===== src/rtl/bus2_arbiter.sv =====
// Two-requester arbiter that owns the 2:1 mux select and registers the winning beat behind a valid/ready output.
// Round-robin with a bounded burst by default; define BUS2_ARB_PRIO_A_EN for fixed priority to requester A.
module bus2_arbiter #(
    parameter int WIDTH     = 8,
    parameter int MAX_BURST = 4
) (
    input  logic             clk,
    input  logic             rst_n,
    input  logic             req_a,
    input  logic [WIDTH-1:0] data_a,
    output logic             ack_a,
    input  logic             req_b,
    input  logic [WIDTH-1:0] data_b,
    output logic             ack_b,
    output logic             sel,
    output logic [WIDTH-1:0] out_data,
    output logic             out_valid,
    input  logic             out_ready
);

    localparam int CW = $clog2(MAX_BURST + 1);
    localparam logic [CW-1:0] LAST_BEAT = CW'(MAX_BURST - 1);

    typedef enum logic [1:0] {IDLE, GNT_A, GNT_B} state_t;

    state_t        state, state_nxt;
    logic [CW-1:0] burst_cnt, cnt_nxt;
    logic          load;
`ifndef BUS2_ARB_PRIO_A_EN
    logic          last_served;  // 0 = A, 1 = B
`endif

    // Output register is empty or being drained this cycle
    assign load = !out_valid || out_ready;

    always_comb begin
        state_nxt = state;
        cnt_nxt   = burst_cnt;
        ack_a     = 1'b0;
        ack_b     = 1'b0;
        case (state)
            IDLE: begin
                cnt_nxt = '0;
`ifdef BUS2_ARB_PRIO_A_EN
                if (req_a)      state_nxt = GNT_A;
                else if (req_b) state_nxt = GNT_B;
`else
                if (req_a && req_b) state_nxt = last_served ? GNT_A : GNT_B;
                else if (req_a)     state_nxt = GNT_A;
                else if (req_b)     state_nxt = GNT_B;
`endif
            end
            GNT_A: begin
                ack_a = req_a && load;
                if (!req_a) begin
                    state_nxt = req_b ? GNT_B : IDLE;
                    cnt_nxt   = '0;
                end else if (load) begin
`ifdef BUS2_ARB_PRIO_A_EN
                    cnt_nxt = '0;
`else
                    if (burst_cnt == LAST_BEAT) begin
                        cnt_nxt = '0;
                        if (req_b) state_nxt = GNT_B;
                    end else begin
                        cnt_nxt = burst_cnt + CW'(1);
                    end
`endif
                end
            end
            GNT_B: begin
                ack_b = req_b && load;
                if (!req_b) begin
                    state_nxt = req_a ? GNT_A : IDLE;
                    cnt_nxt   = '0;
                end else if (load) begin
                    if (burst_cnt == LAST_BEAT) begin
                        cnt_nxt = '0;
                        if (req_a) state_nxt = GNT_A;
                    end else begin
                        cnt_nxt = burst_cnt + CW'(1);
                    end
                end
            end
            default: begin
                state_nxt = IDLE;
                cnt_nxt   = '0;
            end
        endcase
    end

    always_ff @(posedge clk or negedge rst_n) begin
        if (!rst_n) begin
            state     <= IDLE;
            burst_cnt <= '0;
            sel       <= 1'b0;
            out_data  <= '0;
            out_valid <= 1'b0;
`ifndef BUS2_ARB_PRIO_A_EN
            last_served <= 1'b1;
`endif
        end else begin
            state     <= state_nxt;
            burst_cnt <= cnt_nxt;
            // sel follows the grant state; IDLE keeps the previous select
            if (state_nxt == GNT_A)      sel <= 1'b0;
            else if (state_nxt == GNT_B) sel <= 1'b1;
            if (ack_a) begin
                out_data  <= data_a;
                out_valid <= 1'b1;
`ifndef BUS2_ARB_PRIO_A_EN
                last_served <= 1'b0;
`endif
            end else if (ack_b) begin
                out_data  <= data_b;
                out_valid <= 1'b1;
`ifndef BUS2_ARB_PRIO_A_EN
                last_served <= 1'b1;
`endif
            end else if (out_ready) begin
                out_valid <= 1'b0;
            end
        end
    end

endmodule


===== config.mk =====
export PLATFORM = sky130hd
export DESIGN_NAME = bus2_arbiter
export DESIGN_NICKNAME = d
export VERILOG_FILES = /design/src/rtl/bus2_arbiter.sv
export SDC_FILE = /design/constraint.sdc
export NUM_CORES = 1
export LEC_CHECK = 0
export CORE_MARGIN = 2
export CORE_UTILIZATION = 45
export CTS_CLUSTER_DIAMETER = 200
export DETAILED_ROUTE_END_ITERATION = 12
export PLACE_DENSITY = 0.81
export SLEW_MARGIN = 0
export SYNTH_ARGS = -nofsm -noshare
export SYNTH_HDL_FRONTEND = slang
export SYNTH_SLANG_ARGS = --single-unit

===== constraint.sdc =====
create_clock -name clk -period 4.1 [get_ports clk]
set_clock_uncertainty 0.05 [all_clocks]
set_input_delay 0.615 -clock clk [delete_from_list [all_inputs] [get_ports clk]]
set_output_delay 0.615 -clock clk [all_outputs]
set_load 0.02 [all_outputs]

Yosys cells after proc, flatten, opt, wreduce, memory -nomap -nowiden:

Cells that the tools add are included.

* reduce and logical (&&, ||, !) cells: 9
* eq/ne operators: 5
* $add $sub $neg: 1
* multiplexer cells: 30

Operator list (count)
* 2-to-1 mux 2 bit: 12
* 2-to-1 mux 8 bit: 2
* 2-to-1 mux 3 bit: 4
* 2-to-1 mux 1 bit: 10
* case mux 2 bit (3 select lines): 1
* case mux 3 bit (2 select lines): 1
* == test 2 x 1 -> 1 bit, second input constant: 2
* == test 2 bit, second input constant: 2
* nonzero test 2 bit: 2
* adder 3 x 1 -> 3 bit, second input constant: 1
* == test 3 x 2 -> 1 bit, second input constant: 1
* logical AND 1 bit: 3
* nonzero test 3 bit: 1
* zero test 2 bit: 1
* zero test 1 bit: 1
* logical OR 1 bit: 1

* bits of input ports: 21
* flip-flop bits (word level): 16
* logic and storage cells: 51
* output and inout port bits: 12

Depth between registers and ports, before layout:

Gate-level depths: netlist of the first run.

* depth in word-level cells: 8
* depth in mapped cells: 9
* gate-level depth less buffers: 9

Worst setup path after synthesis of the first run:

Ideal clock, no wire load.

* path type: input port to flip-flop
* start point: input port out_ready
* end point: register sel
* setup time: 0.126 ns
* path slack: 2.089 ns
* buffers on the path: 0
* arrival time: 1.835 ns
* stages: 7
* required time: 3.924 ns
* cell sequence: nand2b_4 > and3_1 > or3_1 > a31oi_1 > ha_1 > nand2_1 > o21ai_0

* word-level cells in the longest chain between the ends: 6
* elaborated cells between the ends (all ways): 10
* those cells by class: eq/ne (2); mux (6); reduce/logical (2)

RTL lines
* start, declared: line 18 `input logic out_ready`
* logical OR 1 bit *: line 34 `assign load = !out_valid || out_ready;`
* 2-to-1 mux 2 bit (on tied branches): line 76, 58
* 2-to-1 mux 2 bit (on tied branches): line 73, 55
* case mux 2 bit (3 select lines) *: line 41 `case (state)`
* named net state_nxt[0]: line 26 `state_t state, state_nxt;`
* == test 2 x 1 -> 1 bit or == test 2 bit (tied branches): line 106, 107
* 2-to-1 mux 1 bit or nonzero test 2 bit (tied branches)
* end signal, assigned: line 96 `sel <= 1'b0;`
* end signal, assigned: line 106 `if (state_nxt == GNT_A) sel <= 1'b0;`
* end signal, assigned: line 107 `else if (state_nxt == GNT_B) sel <= 1'b1;`
* end, declared: line 15 `output logic sel,`

The timed path passes the listed nets; every way through them passes the cells marked *.
A chain may end at the register's enable or synchronous reset.

Worst setup path in the final report of the first run:

* start point: input port req_b
* end point: output port ack_b

* word-level cells in the longest chain between the ends: 2

RTL lines
* start, declared: line 12 `input logic req_b,`
* logical AND 1 bit: line 72 `ack_b = req_b && load;`
* 2-to-1 mux 1 bit: line 41
* end, declared: line 14 `output logic ack_b,`

Every way passes these cells.

==> results_dict.tcl, run 1 <==
set metrics [dict create \
    syn-cell-area_um2 876 \
    period_needed_ns 2.93 \
    slew_viol_final 0 \
    worstPathArrival_ns 2.26 \
    synth_top_family_by_area "simple AND/OR/NAND/NOR gates" \
    crit_start "req_b" \
    core_um2 1780 \
    reg2reg_depth 8 \
    grt_max_degree 18 \
    cts_setup_buffers 0 \
    path_clk_slew_ns 0.10 \
    final_nets 154 \
    slew_headroom_pct 53.6 \
    rsz0062_at_grt "false" \
    port_buffers 32 \
    grt_pass1_vias 720 \
    cts_hold_buf 0 \
    grt_busiest_layer "met2" \
    routed_wirelength_mm 2.00 \
    drt-pass1-iter-count 4 \
    tns_ns 0 \
    num-fill-cells 140 \
    drtAntennaViolNets 0 \
    path_max_fanout 10 \
    cts_made_buffers 3 \
    worst_pin_slew_ns 0.693 \
    synth-compound-area-share_pct 13.4 \
    grt_use_met2_pct 32.0 \
    ys_ff_latch 16 \
    synthesis.instances 91 \
    grt_use_met3_pct 4.81 \
    synth_top_area_cell "dfrtp_1" \
    clock_path_buffers 2 \
    clock-root-buffer "clkbuf_4" \
    drt_iter0_drc 23 \
    yosys_warnings 0 \
    ir_drop_mv 0.485 \
    synth.top_cells.by_area "dfrtp_1 (43%), mux2i_1 (9.1%), ha_1 (8.6%)" \
    vias_per_cell 5.10 \
    start_util_pct 49.1 \
    finalHoldViolCount 0 \
    layout-drive-gt1-share_pct 7.94 \
    die-area_um2 2320 \
    synthDistinctLibCells 25 \
    synth_mux_area_share_pct 9.14 \
    ys_seq_area_share_pct 45.9 \
    power.density_nw_per_um2 652 \
    multiInputGateArea_um2 453 \
    r2r-start "burst_cnt[0]$_DFF_PN0_" \
    vias 770 \
    crit_required_ns 3.43 \
    fin_crit_sh_pct 71.4 \
    yosysTopAreaCellShare_pct 42.9 \
    worst_setup_path_start_kind "input pin" \
    overflow 0 \
    clk_latency_ns 0.29 \
    rows 15 \
    setup_viol_count_final 0 \
    grt.met1_usage_pct 23.6 \
    path_class "in -> out" \
    maxCapViolCount 0 \
    synth_nets 118 \
    antenna_found_initial 0 \
    post_cts_resized 0 \
    stdcell_area_um2 1260 \
    gp_congestion 0.798 \
    yosys.area_share.adder_pct 8.57 \
    io_pins 33 \
    antenna_cells 0 \
    status "finished, final reports clean" \
    leakage_nw 0.551 \
    grt_pass1_wl_mm 3.04 \
    dpl-instance-area_um2 1220 \
    avgSynthCellArea_um2 9.62 \
    min_path_cells 2 \
    synth_xor_area_share_pct 0 \
    cts_tree "done" \
    hold_start "burst_cnt[2]$_DFF_PN0_" \
    dpl.hpwl_mm 1.53 \
    h-tree-depth 1 \
    hold_path_class "reg -> reg" \
    worstSetupEndpointType "output pin" \
    cts_sinks 16 \
    die_w_um 48.1 \
    ff_latch_area_um2 402 \
    syn_to_final_growth_pct 44.0 \
    gr-usage-all-layers_pct 19.6 \
    yosys.area_share.simple_pct 20.6 \
    fmax_ghz 0.342 \
    wire_per_inst_um 13.2 \
    route.detailed.drc 0 \
    die_h_um 48.1 \
]
## final timing paths
check / to / slack, ns
setup / recovery: ack_b / 1.17
hold / removal: burst_cnt[2]$_DFF_PN0_ / 0.46
setup reg to reg: sel$_DFFE_PN0P_ / 1.96
hold reg to reg: burst_cnt[2]$_DFF_PN0_ / 0.46
max in group asynchronous: state[1]$_DFF_PN0_ / 2.88
min in group asynchronous: out_valid$_DFFE_PN0P_ / 0.68
## cells in the final DEF (no fill, tap or decap)
master,netlist,routed
nor2_1,14,14
a22oi_1,1,1
o21ai_0,3,3
nor3_1,1,1
inv_1,3,3
a31oi_1,1,1
or3_1,1,1
nand2_1,11,11
mux2i_1,8,8
a21oi_1,11,11
nor2b_1,1,1
nor2_8,1,1
o221ai_1,1,1
a31o_2,1,1
a21o_1,1,1
buf_4,0,1
clkbuf_8,0,1
clkbuf_4,0,3
nand3_1,3,3
and2b_1,1,1
nand2b_4,1,1
o2bb2ai_1,1,1
ha_1,6,6
and3_1,1,1
clkdlybuf4s50_1,0,32
dfstp_2,1,1
dfrtp_1,15,15
nand2_2,1,1
## state kept, by name (all words and copies together) (netlist names)
register,flops
sel,1
state,2
last_served,1
out_valid,1
burst_cnt,3
out_data,8
## critical path: stages
cell	delay, ns
clkdlybuf4s50_1	0.59
nand2_2	0.16
nor2_8	0.23
clkdlybuf4s50_1	0.65
## power breakdown
part	switching [mW]	internal, mW
clock	0.0533	0.0541
combinational	0.230	0.210
sequential	0.0441	0.231
total	0.328	0.495
## layer usage
| metal | wire length [um] | vias up |
|---|---|---|
| met4 | 14 | 0 |
| met3 | 92 | 2 |
| met1 | 877 | 354 |
| li1 | - | 386 |
| met2 | 1010 | 28 |
| met5 | 0 | - |
## stage by stage
stage | instances | worst slack, ns | hold WS (ns) | util (%) | power, mW
6_report | 151 | 1.17 | 0.455 | 70.7 | 0.822
5_1_grt | 151 | 1.07 | 0.477 | 70.7 | 0.879
4_1_cts | 151 | 1.17 | 0.457 | 70.7 | 0.828
3_5_place_dp | 147 | 1.18 | 0.437 | 68.7 | 0.717
3_3_place_gp | 147 | 1.19 | 0.418 | 68.7 | 0.705
2_1_floorplan | 91 | 2.09 | 0.269 | - | 0.538
## cells in the mapped netlist
cell type and number:
ha_1 6, o21ai_0 3, nand3_1 3, o221ai_1 1, inv_1 3, a21oi_1 11
dfstp_2 1, nor2_1 14, buf_2 2, or3_1 1, a31oi_1 1, nor2b_1 1
nand2_1 11, nand2_2 1, nor3_1 1, dfrtp_1 15, nor2_8 1, o2bb2ai_1 1
a21o_1 1, mux2i_1 8, and3_1 1, nand2b_4 1, and2b_1 1, a22oi_1 1
a31o_2 1
## cells by family (layout without fill, tap and decap cells)
logic type	after synthesis	after routing
AOI/OAI and AO/OA	20	20
DFF	16	16
muxes	8	8
buffers and inverters	5	40
adders and majority gates	6	6
and+or+nand+nor	36	36
## cell type report
class	count	area share [%]
multi-input cells	70	35.9
flip-flops and latches	16	31.8
repair buffers	33	26.0
clock buffers	4	2.88
well taps	25	2.48
inverters	3	0.893
Note: power is estimated with default switching activity, not from simulation.
==> inputs of run 2 (changes only) <==
Settings changed: CORE_UTILIZATION 45 to 43, PLACE_DENSITY 0.81 to 0.78.
Clock period 4.1 ns to 3.06 ns, I/O delays scaled along.
==> run 2 against run 1 <==
  * First-iteration DRC count down 70%
  * Sequential share of layout area decreased by 0.25 points
  * Worst hold slack got worse by 0.013 ns
  * Core utilization down 5.3 points
  * Cell area is 0.79% higher
  * Cell count up 2.0%
==> results_dict.tcl, run 2 (same netlist as run 1, synthesis figures left out) <==
set metrics [dict create \
    place_inst 150 \
    slowest_delay_ns 0.64 \
    fin_crit_sh_pct 81.0 \
    fin_ws_ns 0.581 \
    clk_latency_ns 0.28 \
    core_um2 1940 \
    slew_viol_final 0 \
    vias_per_cell 5.12 \
    die-area_um2 2410 \
    leakage_nw 0.556 \
    p_seq_share_pct 33.7 \
    start_util_pct 45.1 \
    intPower_mw 0.666 \
    drt-pass1-iter-count 4 \
    status "finished, final reports clean" \
    crit_chain "clkdlybuf4s50_1 > nand3_1 > inv_1 > clkdlybuf4s50_1" \
    grt_max_degree 17 \
    wire_per_inst_um 12.1 \
    h-tree-depth 1 \
    vias 789 \
    gp_congestion 0.797 \
    cts_setup_buffers 0 \
    finalCoreUtilization_pct 65.5 \
    antenna_found_initial 0 \
    switching_share_pct 38.8 \
    clock-root-buffer "clkbuf_4" \
    rsz0062_at_grt "false" \
    hold_path_class "reg -> reg" \
    worstPathArrival_ns 1.97 \
    port_buffers 32 \
    layout-drive-gt1-share_pct 8.66 \
    cts_sinks 16 \
    routed_wirelength_mm 1.86 \
    drt_iter0_drc 7 \
    period_needed_ns 2.48 \
    clock_path_buffers 2 \
    cts_tree "done" \
    gr-usage-all-layers_pct 18.3 \
    grt_busiest_layer "met2" \
    worst_pin_slew_ns 0.707 \
    grt_pass1_wl_mm 3.46 \
    comb_power_share_pct 53.7 \
    antenna_cells 0 \
    crit_path_top_delay_cell "clkdlybuf4s50_1" \
    rows 16 \
    final_common_cell "clkdlybuf4s50_1" \
    syn_to_final_growth_pct 45.1 \
    final_cell_mix "clkdlybuf4s50_1 (32), dfrtp_1 (15), nor2_1 (14)" \
    largestRegisters "out_data (8), burst_cnt (3), state (2)" \
    worst_setup_path_start_kind "input pin" \
    path_class "in -> out" \
    largest_reg_flops 8 \
    io_pins 33 \
    p_switching_mw 0.422 \
    fmax_ghz 0.403 \
    overflow 0 \
    crit_required_ns 2.55 \
    power.share.clock_pct 12.6 \
    tns_ns 0 \
    post_cts_resized 0 \
    cts_hold_buf 0 \
    die_h_um 49.1 \
    layout.cells.non_filler 154 \
    finalHoldViolCount 0 \
    ir_drop_mv 0.437 \
    top_register "out_data" \
    dpl.hpwl_mm 1.45 \
    grt.met1_usage_pct 21.0 \
    path_buf_inv 3 \
    cp_common_cell "clkdlybuf4s50_1" \
    final_nets 155 \
    drtAntennaViolNets 0 \
    power.density_nw_per_um2 856 \
    grt_use_met3_pct 5.52 \
    grt_use_met2_pct 32.9 \
    maxCapViolCount 0 \
    slew_headroom_pct 52.7 \
    route.detailed.drc 0 \
    critical_path.top_delay_family "buffers and inverters" \
    cts_made_buffers 3 \
    setup_viol_count_final 0 \
    grt_pass1_vias 828 \
    place_ws_ns 0.580 \
    path_max_fanout 9 \
    worstSetupEndpointType "output pin" \
    path_clk_slew_ns 0.09 \
    die_w_um 49.1 \
]
-- run 2: final cells by class --
class,count,area (um^2)
Sequential cell,16,402
Inverter,3,11.3
Tap cell,27,33.8
Clock buffer,4,36.3
Multi-Input combinational cell,70,453
Fill cell,184,671
Timing Repair Buffer,34,335
-- run 2: metrics by stage --
step                      instance area [um^2]  hold slack, ns  total power [mW]
after floorplan                            876           0.113             0.720
after global placement                    1230           0.418             0.949
after detailed placement                  1230           0.426             0.959
after CTS                                 1270           0.449              1.10
after global routing                      1270           0.490              1.18
final                                     1270           0.442              1.09
-- run 2: worst min-delay path, stage by stage, from the launching register on --
cell     delay [ns]
dfrtp_1        0.36
nand2_1        0.05
o21ai_0        0.06
-- run 2: path summary, 6_finish.rpt --
path / start / to / slack [ns] / cells past startpoint
max in group asynchronous: rst_n / out_data[2]$_DFFE_PN0P_ / 1.97 / 1
min in group asynchronous: rst_n / state[1]$_DFF_PN0_ / 0.55 / 1
hold reg to reg: sel$_DFFE_PN0P_ / sel$_DFFE_PN0P_ / 0.44 / 2
setup reg to reg: burst_cnt[0]$_DFF_PN0_ / sel$_DFFE_PN0P_ / 0.93 / 8
setup / recovery: req_a / ack_a / 0.58 / 4
hold / removal: sel$_DFFE_PN0P_ / sel$_DFFE_PN0P_ / 0.44 / 2
-- run 2: power groups by stage --
stage               combinational (mW)  sequential (mW)  clock [mW]
CTS                              0.593            0.367       0.143
global placement                 0.579            0.370           0
global route                     0.651            0.380       0.154
floorplan                        0.274            0.447           0
finish                           0.585            0.366       0.137
detailed placement               0.591            0.368           0
-- run 2: routing by layer --
| metal | vias to the layer above | part of all wire [%] |
|---|---|---|
| li1 | 386 | - |
| met1 | 375 | 41 |
| met2 | 26 | 50 |
| met3 | 2 | 8.1 |
| met4 | 0 | 0.22 |
| met5 | - | 0 |
